<file path="src/rtl/pll_phase_ctrl.sv">
// pll_phase_ctrl -- drives the EHXPLLL dynamic phase-adjust pins
// (PHASESEL/PHASEDIR/PHASESTEP) for "shift output N by K steps" requests.
// Each request gets a select/direction setup time, a train of active-low
// PHASESTEP pulses with fixed width and gap, and then a wait for PLL re-lock
// before done is reported. Runs in the PLL reference clock domain.
//
// Optional feature macro: PLL_PHASE_TRACK_EN
//   When defined, adds phase_pos[31:0]: four signed 8-bit step accumulators
//   (byte i tracks output i), +1 per lead step, -1 per lag step, wrapping.
//
// state     | meaning
// ----------+---------------------------------------------------------------
// S_IDLE    | waiting for a request; ready only while the PLL reports lock
// S_SETUP   | phasesel/phasedir settling before the first PHASESTEP low
// S_STEP_LO | PHASESTEP held low for one step
// S_STEP_HI | PHASESTEP high gap after a step; remaining already decremented
// S_LOCKWAIT| waiting for synchronised lock, or for the lock timeout

module pll_phase_ctrl #(
  parameter int STEP_W    = 8,
  parameter int SETUP_CYC = 4,
  parameter int PULSE_CYC = 4,
  parameter int GAP_CYC   = 4,
  parameter int LOCK_TO   = 65535
) (
  input  logic              clk,
  input  logic              reset_n,
  input  logic              pll_locked,
  input  logic              req_valid,
  output logic              req_ready,
  input  logic [1:0]        req_sel,
  input  logic              req_dir,
  input  logic [STEP_W-1:0] req_steps,
  output logic              busy,
  output logic              done,
  output logic              err,
  output logic [1:0]        phasesel,
  output logic              phasedir,
  output logic              phasestep
`ifdef PLL_PHASE_TRACK_EN
  ,
  output logic [31:0]       phase_pos
`endif
);

  // A single down-counter serves every timed state, so it is sized for the
  // longest reload value (reloads are count-1, terminal count is zero).
  localparam int MAX_SP  = (SETUP_CYC > PULSE_CYC) ? SETUP_CYC : PULSE_CYC;
  localparam int MAX_SPG = (MAX_SP > GAP_CYC) ? MAX_SP : GAP_CYC;
  localparam int TMR_MAX = (MAX_SPG > LOCK_TO) ? MAX_SPG : LOCK_TO;
  localparam int TMR_W   = (TMR_MAX > 1) ? $clog2(TMR_MAX) : 1;

  localparam logic [TMR_W-1:0] SETUP_LD = TMR_W'(SETUP_CYC - 1);
  localparam logic [TMR_W-1:0] PULSE_LD = TMR_W'(PULSE_CYC - 1);
  localparam logic [TMR_W-1:0] GAP_LD   = TMR_W'(GAP_CYC - 1);
  localparam logic [TMR_W-1:0] LOCK_LD  = TMR_W'(LOCK_TO - 1);

  typedef enum logic [2:0] {
    S_IDLE,
    S_SETUP,
    S_STEP_LO,
    S_STEP_HI,
    S_LOCKWAIT
  } state_t;

  state_t              state_q, state_d;
  logic [TMR_W-1:0]    tmr_q, tmr_d;
  logic [STEP_W-1:0]   rem_q, rem_d;
  logic [1:0]          sel_d;
  logic                dir_d;
  logic                done_d, err_d;
  logic                lock_meta, lock_s;
  logic                accept;

  // Two-flop synchroniser for the asynchronous PLL LOCK output.
  always_ff @(posedge clk or negedge reset_n) begin
    if (!reset_n) begin
      lock_meta <= 1'b0;
      lock_s    <= 1'b0;
    end else begin
      lock_meta <= pll_locked;
      lock_s    <= lock_meta;
    end
  end

  assign req_ready = (state_q == S_IDLE) && lock_s;
  assign accept    = req_valid && req_ready;
  assign busy      = (state_q != S_IDLE);

  // State register.
  always_ff @(posedge clk or negedge reset_n) begin
    if (!reset_n) begin
      state_q <= S_IDLE;
    end else begin
      state_q <= state_d;
    end
  end

  // Next-state, timer reload/decrement and completion pulses.
  always_comb begin
    state_d = state_q;
    tmr_d   = tmr_q;
    rem_d   = rem_q;
    sel_d   = phasesel;
    dir_d   = phasedir;
    done_d  = 1'b0;
    err_d   = 1'b0;
    case (state_q)
      S_IDLE: begin
        if (accept) begin
          sel_d = req_sel;
          dir_d = req_dir;
          rem_d = req_steps;
          if (req_steps == '0) begin
            state_d = S_LOCKWAIT;
            tmr_d   = LOCK_LD;
          end else begin
            state_d = S_SETUP;
            tmr_d   = SETUP_LD;
          end
        end
      end
      S_SETUP: begin
        if (tmr_q == '0) begin
          state_d = S_STEP_LO;
          tmr_d   = PULSE_LD;
        end else begin
          tmr_d = tmr_q - TMR_W'(1);
        end
      end
      S_STEP_LO: begin
        if (tmr_q == '0) begin
          state_d = S_STEP_HI;
          tmr_d   = GAP_LD;
          rem_d   = rem_q - STEP_W'(1);
        end else begin
          tmr_d = tmr_q - TMR_W'(1);
        end
      end
      S_STEP_HI: begin
        if (tmr_q == '0) begin
          if (rem_q != '0) begin
            state_d = S_STEP_LO;
            tmr_d   = PULSE_LD;
          end else begin
            state_d = S_LOCKWAIT;
            tmr_d   = LOCK_LD;
          end
        end else begin
          tmr_d = tmr_q - TMR_W'(1);
        end
      end
      S_LOCKWAIT: begin
        // Lock wins a tie with the terminal count.
        if (lock_s) begin
          state_d = S_IDLE;
          done_d  = 1'b1;
        end else if (tmr_q == '0) begin
          state_d = S_IDLE;
          done_d  = 1'b1;
          err_d   = 1'b1;
        end else begin
          tmr_d = tmr_q - TMR_W'(1);
        end
      end
      default: begin
        state_d = S_IDLE;
      end
    endcase
  end

  // Datapath and registered PLL pins; phasestep is a flop so the PLL never
  // sees a combinational glitch and reset forces it high immediately.
  always_ff @(posedge clk or negedge reset_n) begin
    if (!reset_n) begin
      tmr_q     <= '0;
      rem_q     <= '0;
      phasesel  <= 2'd0;
      phasedir  <= 1'b1;
      phasestep <= 1'b1;
      done      <= 1'b0;
      err       <= 1'b0;
    end else begin
      tmr_q     <= tmr_d;
      rem_q     <= rem_d;
      phasesel  <= sel_d;
      phasedir  <= dir_d;
      phasestep <= (state_d != S_STEP_LO);
      done      <= done_d;
      err       <= err_d;
    end
  end

`ifdef PLL_PHASE_TRACK_EN
  logic step_evt;

  // A step is counted on entry to S_STEP_HI, i.e. at the end of each low pulse.
  assign step_evt = (state_q == S_STEP_LO) && (tmr_q == '0);

  // Per-output signed step accumulators, wrapping in two's complement.
  always_ff @(posedge clk or negedge reset_n) begin
    if (!reset_n) begin
      phase_pos <= '0;
    end else if (step_evt) begin
      for (int i = 0; i < 4; i++) begin
        if (phasesel == 2'(i)) begin
          phase_pos[i*8 +: 8] <= phase_pos[i*8 +: 8] + (phasedir ? 8'h01 : 8'hFF);
        end
      end
    end
  end
`endif

endmodule

</file>
<file path="config.mk">
export PLATFORM = sky130hd
export DESIGN_NAME = pll_phase_ctrl
export DESIGN_NICKNAME = d
export VERILOG_FILES = /design/src/rtl/pll_phase_ctrl.sv
export SDC_FILE = /design/constraint.sdc
export NUM_CORES = 1
export LEC_CHECK = 0
export BUFFER_PORTS_ARGS = -buffer_cell sky130_fd_sc_hd__buf_2
export CAP_MARGIN = 5
export CORE_UTILIZATION = 63
export DETAILED_ROUTE_END_ITERATION = 8
export PLACE_DENSITY = 0.84
export REMOVE_ABC_BUFFERS = 1
export SYNTH_ARGS = -nofsm -noshare
export SYNTH_HDL_FRONTEND = slang
export SYNTH_SLANG_ARGS = --single-unit
</file>
<file path="constraint.sdc">
create_clock -name clk -period 4.65 [get_ports clk]
set_input_delay 0 -clock clk [delete_from_list [all_inputs] [get_ports clk]]
set_output_delay 0 -clock clk [all_outputs]
set_load 0.005 [all_outputs]
</file>
* After elaboration in Yosys (flattened, before gate mapping)
Index checks and enable logic that the tools add are counted.
** Word-level totals
- RAM bits :: 0
- Latch bits :: 0
- Bits of input ports :: 15
- Memories :: 0
- Logic and storage cells :: 59
- Register bits after elaboration :: 35
- Bits in read-only memories :: 0
** Operators by class
- Bitwise logic cells :: 0
- Equality and inequality tests :: 9
- Muxes and demuxes :: 25
- Multiply operators :: 0
- Magnitude comparators :: 0
- Divide/modulo/power cells :: 0
- Reductions and logical operators :: 13
- Shifts and indexed selects :: 0
- Add/subtract/negate cells :: 2
** Operators with widths (count)
- 16-bit 2-to-1 mux :: 7
- 16-bit one-hot mux with 4 select lines :: 1
- 3-bit 2-to-1 mux :: 8
- 16-bit zero test :: 1
- 8-bit 2-to-1 mux :: 2
- 8-bit one-hot mux with 2 select lines :: 1
- 16-bit by 1-bit subtractor with 16-bit output, second input constant :: 1
- 3-bit one-hot mux with 5 select lines :: 1
- 8-bit zero test :: 1
- 2-bit != test, second input constant :: 4
- 8-bit nonzero test :: 1
- 8-bit by 1-bit subtractor with 8-bit output, second input constant :: 1
- 3-bit by 2-bit equality test with 1-bit output, second input constant :: 2
- 1-bit 2-to-1 mux :: 5
- 4-bit AND reduction :: 1
- 4-bit nonzero test :: 1
- 3-bit by 1-bit equality test with 1-bit output, second input constant :: 1
- 3-bit equality test, second input constant :: 1
- 3-bit zero test :: 1
- 3-bit by 2-bit != test with 1-bit output, second input constant :: 1
- 3-bit AND reduction :: 1
- 3-bit nonzero test :: 1
- 1-bit logical AND :: 2
- 2-bit AND reduction :: 1
- other kinds (2) :: 2

* Depth between registers and ports, before layout
- Word-level depth :: 6
- Gate-level depth with buffers :: 9
- Depth with buffers taken out :: 7

* Worst setup path before layout
No wires, ideal clock.
- Kind :: register to register
- From :: register tmr_q[0]
- To :: register rem_q[5]
- Data arrival time :: 1.897 ns
- Stages on the path, launching flop included :: 10
- Path buffers :: 2
- Data required time :: 4.518 ns
- Setup slack :: 2.621 ns
- Path through :: dfrtp_1 -> inv_1 -> ha_1 -> nor3b_1 -> and4_1 -> clkbuf_1 -> a21oi_1 -> clkbuf_1 -> o21ai_1 -> o21ai_1
** On the way
- Word-level cells in the longest chain between the ends :: 3
** Ends and longest elaborated chain
- from (decl) :: line 67 : logic [TMR_W-1:0] tmr_q, tmr_d;
- from (signal assigned) :: line 184 : tmr_q <= tmr_d;
- 16-bit zero test :: line 132 : if (tmr_q == '0) begin
- 2-bit != test (no line)
- 3-bit AND reduction (no line)
- to (signal assigned) :: line 185 : rem_q <= rem_d;
- to (decl) :: line 68 : logic [STEP_W-1:0] rem_q, rem_d;
Every way passes these cells.
A chain may end at the register's enable or synchronous reset.

* Final worst setup path
- From :: register rem_q[2]
- To :: register tmr_q[7]
** On the way
- Word-level cells in the longest chain between the ends :: 4
** Ends and longest elaborated chain
- 8-bit nonzero test :: line 142 : if (rem_q != '0) begin
- 16-bit 2-to-1 mux :: line 142
- 16-bit 2-to-1 mux :: line 141 : if (tmr_q == '0) begin
- 16-bit one-hot mux with 4 select lines :: line 108 : case (state_q)
Every way passes these cells.

==> results.ini <==
[outcome]
status = complete, but fails checks
failed_checks = design-rule violations

[global_routing]
grt_pass1_vias = 1738
overflow = 0
grt_util_all_layers = 0.303
grt_max_degree = 36
antenna_found_initial = 0
grt_pass1_wl_mm = 8.14

[worst_setup_path]
r2r_end = tmr_q[7]
worstPathRequired_ps = 4920
cp-endpoint = tmr_q[7]
cp-startpoint = rem_q[2]
reg2reg_depth = 5
path_class = reg2reg
arrival_ps = 2870
reg2reg_slack_ps = 2050
cp_max_fo = 14
startpoint_type = flip-flop
end_kind = flip-flop
rr_startpoint = rem_q[2]

[route]
wl_mm = 5.34
num_vias = 2127
first_iter_violations = 265
drc = 1
routedWlPerCell_um = 16.4
vias_per_cell = 6.52
drtPass1Iterations = 9
ant_nets = 0

[floorplan]
start_util = 0.661
rows = 21
die_w_um = 61.4
boundaryPins = 23
core_um2 = 3360
dieHeight_um = 61.4
die_area_um2 = 3770

[layout]
fillers = 267
regArea_um2 = 878
syn_to_final_growth_pct = 12.1
drive_gt1_frac = 0.200
stdcell_count = 326
nets = 298
multiInputGateArea_um2 = 1190
diodes = 0

[pwr]
seq_power_share = 0.387
switching_power_uw = 668
pwr-share-clk = 0.120
internal_power_uw = 762
power.density_nw_per_um2 = 573
ir_drop_v = 0.000327
switching_share = 0.467
power_mw = 1.43
p_leak_nw = 1.06
power.share.combinational = 0.493

[place]
placedCellCount = 305
gp_congestion = 0.851
io_buffers = 22
dp_hpwl_mm = 3.46

[clock_tree]
clkSlewWorstSetupHoldPaths_ps = 120
cts_inserted_buffers = 5
cts_root_buf = clkbuf_4
numClockSinks = 35
htree_levels = 2
clock_latency_ps = 350
cts_resized = 0
ctsLongestPathBuffers = 2
cts_tree = done

[synthesis]
yosysSeqAreaShare = 0.395
synthDominantCellAreaShare = 0.371
yosysWarnings = 0
postSynthAreaPerCell_um2 = 8.93
synthTopCellsByCount = dfrtp_1, nor2_1, nand2_1
syn_inst = 249
ys_ff_latch = 35
ys.flop_type = dfrtp_1
async_flop_share = 1.00
synth_most_common_cell = dfrtp_1
synth_cell_type_count = 54
ys_top_cells_by_area = dfrtp_1, a222oi_1, nor2_1
syn_area_um2 = 2220
synth_top_area_cell = dfrtp_1
synth_edf_count = 0

[worst_hold_path]
hp-class = in2reg

[sta]
tightestPinTransition_ps = 1100
finalSetupViolCount = 0
final.min_clock_period_ps = 2600
finalSetupTns_ps = 0
fmax_ghz = 0.384
slew_viol_final = 0
fin_worst_skew_ps = 12.5
rsz0062_at_grt = no
max-slew-margin-rel = 0.265
min_period_over_period = 0.559
whs_ps = 92.6
hold_violations = 0

[run]
maxCapViolCount = 0

[power groups by stage]
| stage | combinational, mW | sequential, mW | clock [mW] |
|---|---|---|---|
| 5_1_grt | 0.775 | 0.567 | 0.188 |
| 4_1_cts | 0.687 | 0.542 | 0.174 |
| 2_1_floorplan | 0.525 | 0.520 | 0 |
| 3_3_place_gp | 0.657 | 0.545 | 0 |
| 6_report | 0.705 | 0.553 | 0.172 |
| 3_5_place_dp | 0.678 | 0.548 | 0 |
[cell type report]
class                           instances  area share
Clock buffer                            5      0.0150
Clock inverter                          3     0.00802
Inverter                               19      0.0286
Multi-Input combinational cell        183       0.477
Sequential cell                        35       0.352
Tap cell                               46      0.0231
Timing Repair Buffer                   35      0.0963
[placed cells by master (no fill, tap or decap), types with 5 or more instances in the layout]
cell type and instances:
a21oi_1 10, buf_2 22, nand3_1 6, nor3_1 9, o21ai_1 13, a222oi_1 11, nor4_1 6, inv_1 19
nand2_1 22, or3_1 5, o21ai_0 8, nor2_1 29, dlygate4sd3_1 13, dfrtp_1 33, clkbuf_4 5
[worst min-delay path by stage]
stage                       startpoint  cells after the start  slack [ps]    endpoint
after floorplan                reset_n                      0        -300        done
after CTS                 req_steps[1]                      5          60  state_q[2]
after global placement         reset_n                      1         110    tmr_q[8]
after detailed placement    pll_locked                      1         110   lock_meta
after global routing      req_steps[1]                      5          90  state_q[2]
final                     req_steps[1]                      5          90  state_q[2]
[sequential cells by signal, indices dropped and copies added (netlist names)]
register	flops
tmr_q	16
phasedir	1
done	1
state_q	3
err	1
lock_meta	1
rem_q	8
phasesel	2
phasestep	1
lock_s	1
[critical path, cell delays in order, from the launching register on]
cell,delay (ps)
dfrtp_1,460
nor4_1,720
nand4_4,200
a21oi_2,560
o21ai_0,270
a221oi_2,290
[kinds of logic after synthesis]
family                   count (synthesis)  share of synthesized area
AND/OR/NAND/NOR                        103                      0.250
AO/OA/AOI/OAI                           72                      0.242
adder cells (fa/ha/maj)                  4                     0.0225
multiplexers                             4                     0.0202
flip-flops                              35                      0.395
buffers and inverters                   31                     0.0703
[stage by stage]
step                utilization  worst slack, ps  instance area [µm²]
floorplan                     -             2530                 2140
global placement          0.686             2230                 2310
detailed placement        0.686             2110                 2310
CTS                       0.742             2110                 2490
global route              0.742             1840                 2490
finish                    0.742             2050                 2490
[what timing repair did]
item                      CTS  global route
setup buffers               0             0
hold endpoints to repair   45             0
hold buffers               13             0
[layer usage]
layer / global-route usage / vias up / wire length (µm)
met5: 0 / - / 0
met2: 0.438 / 128 / 2450
li1: - / 989 / -
met3: 0.0714 / 18 / 513
met1: 0.439 / 992 / 2270
met4: 0.124 / 0 / 97
(Power assumes the default switching activity.)
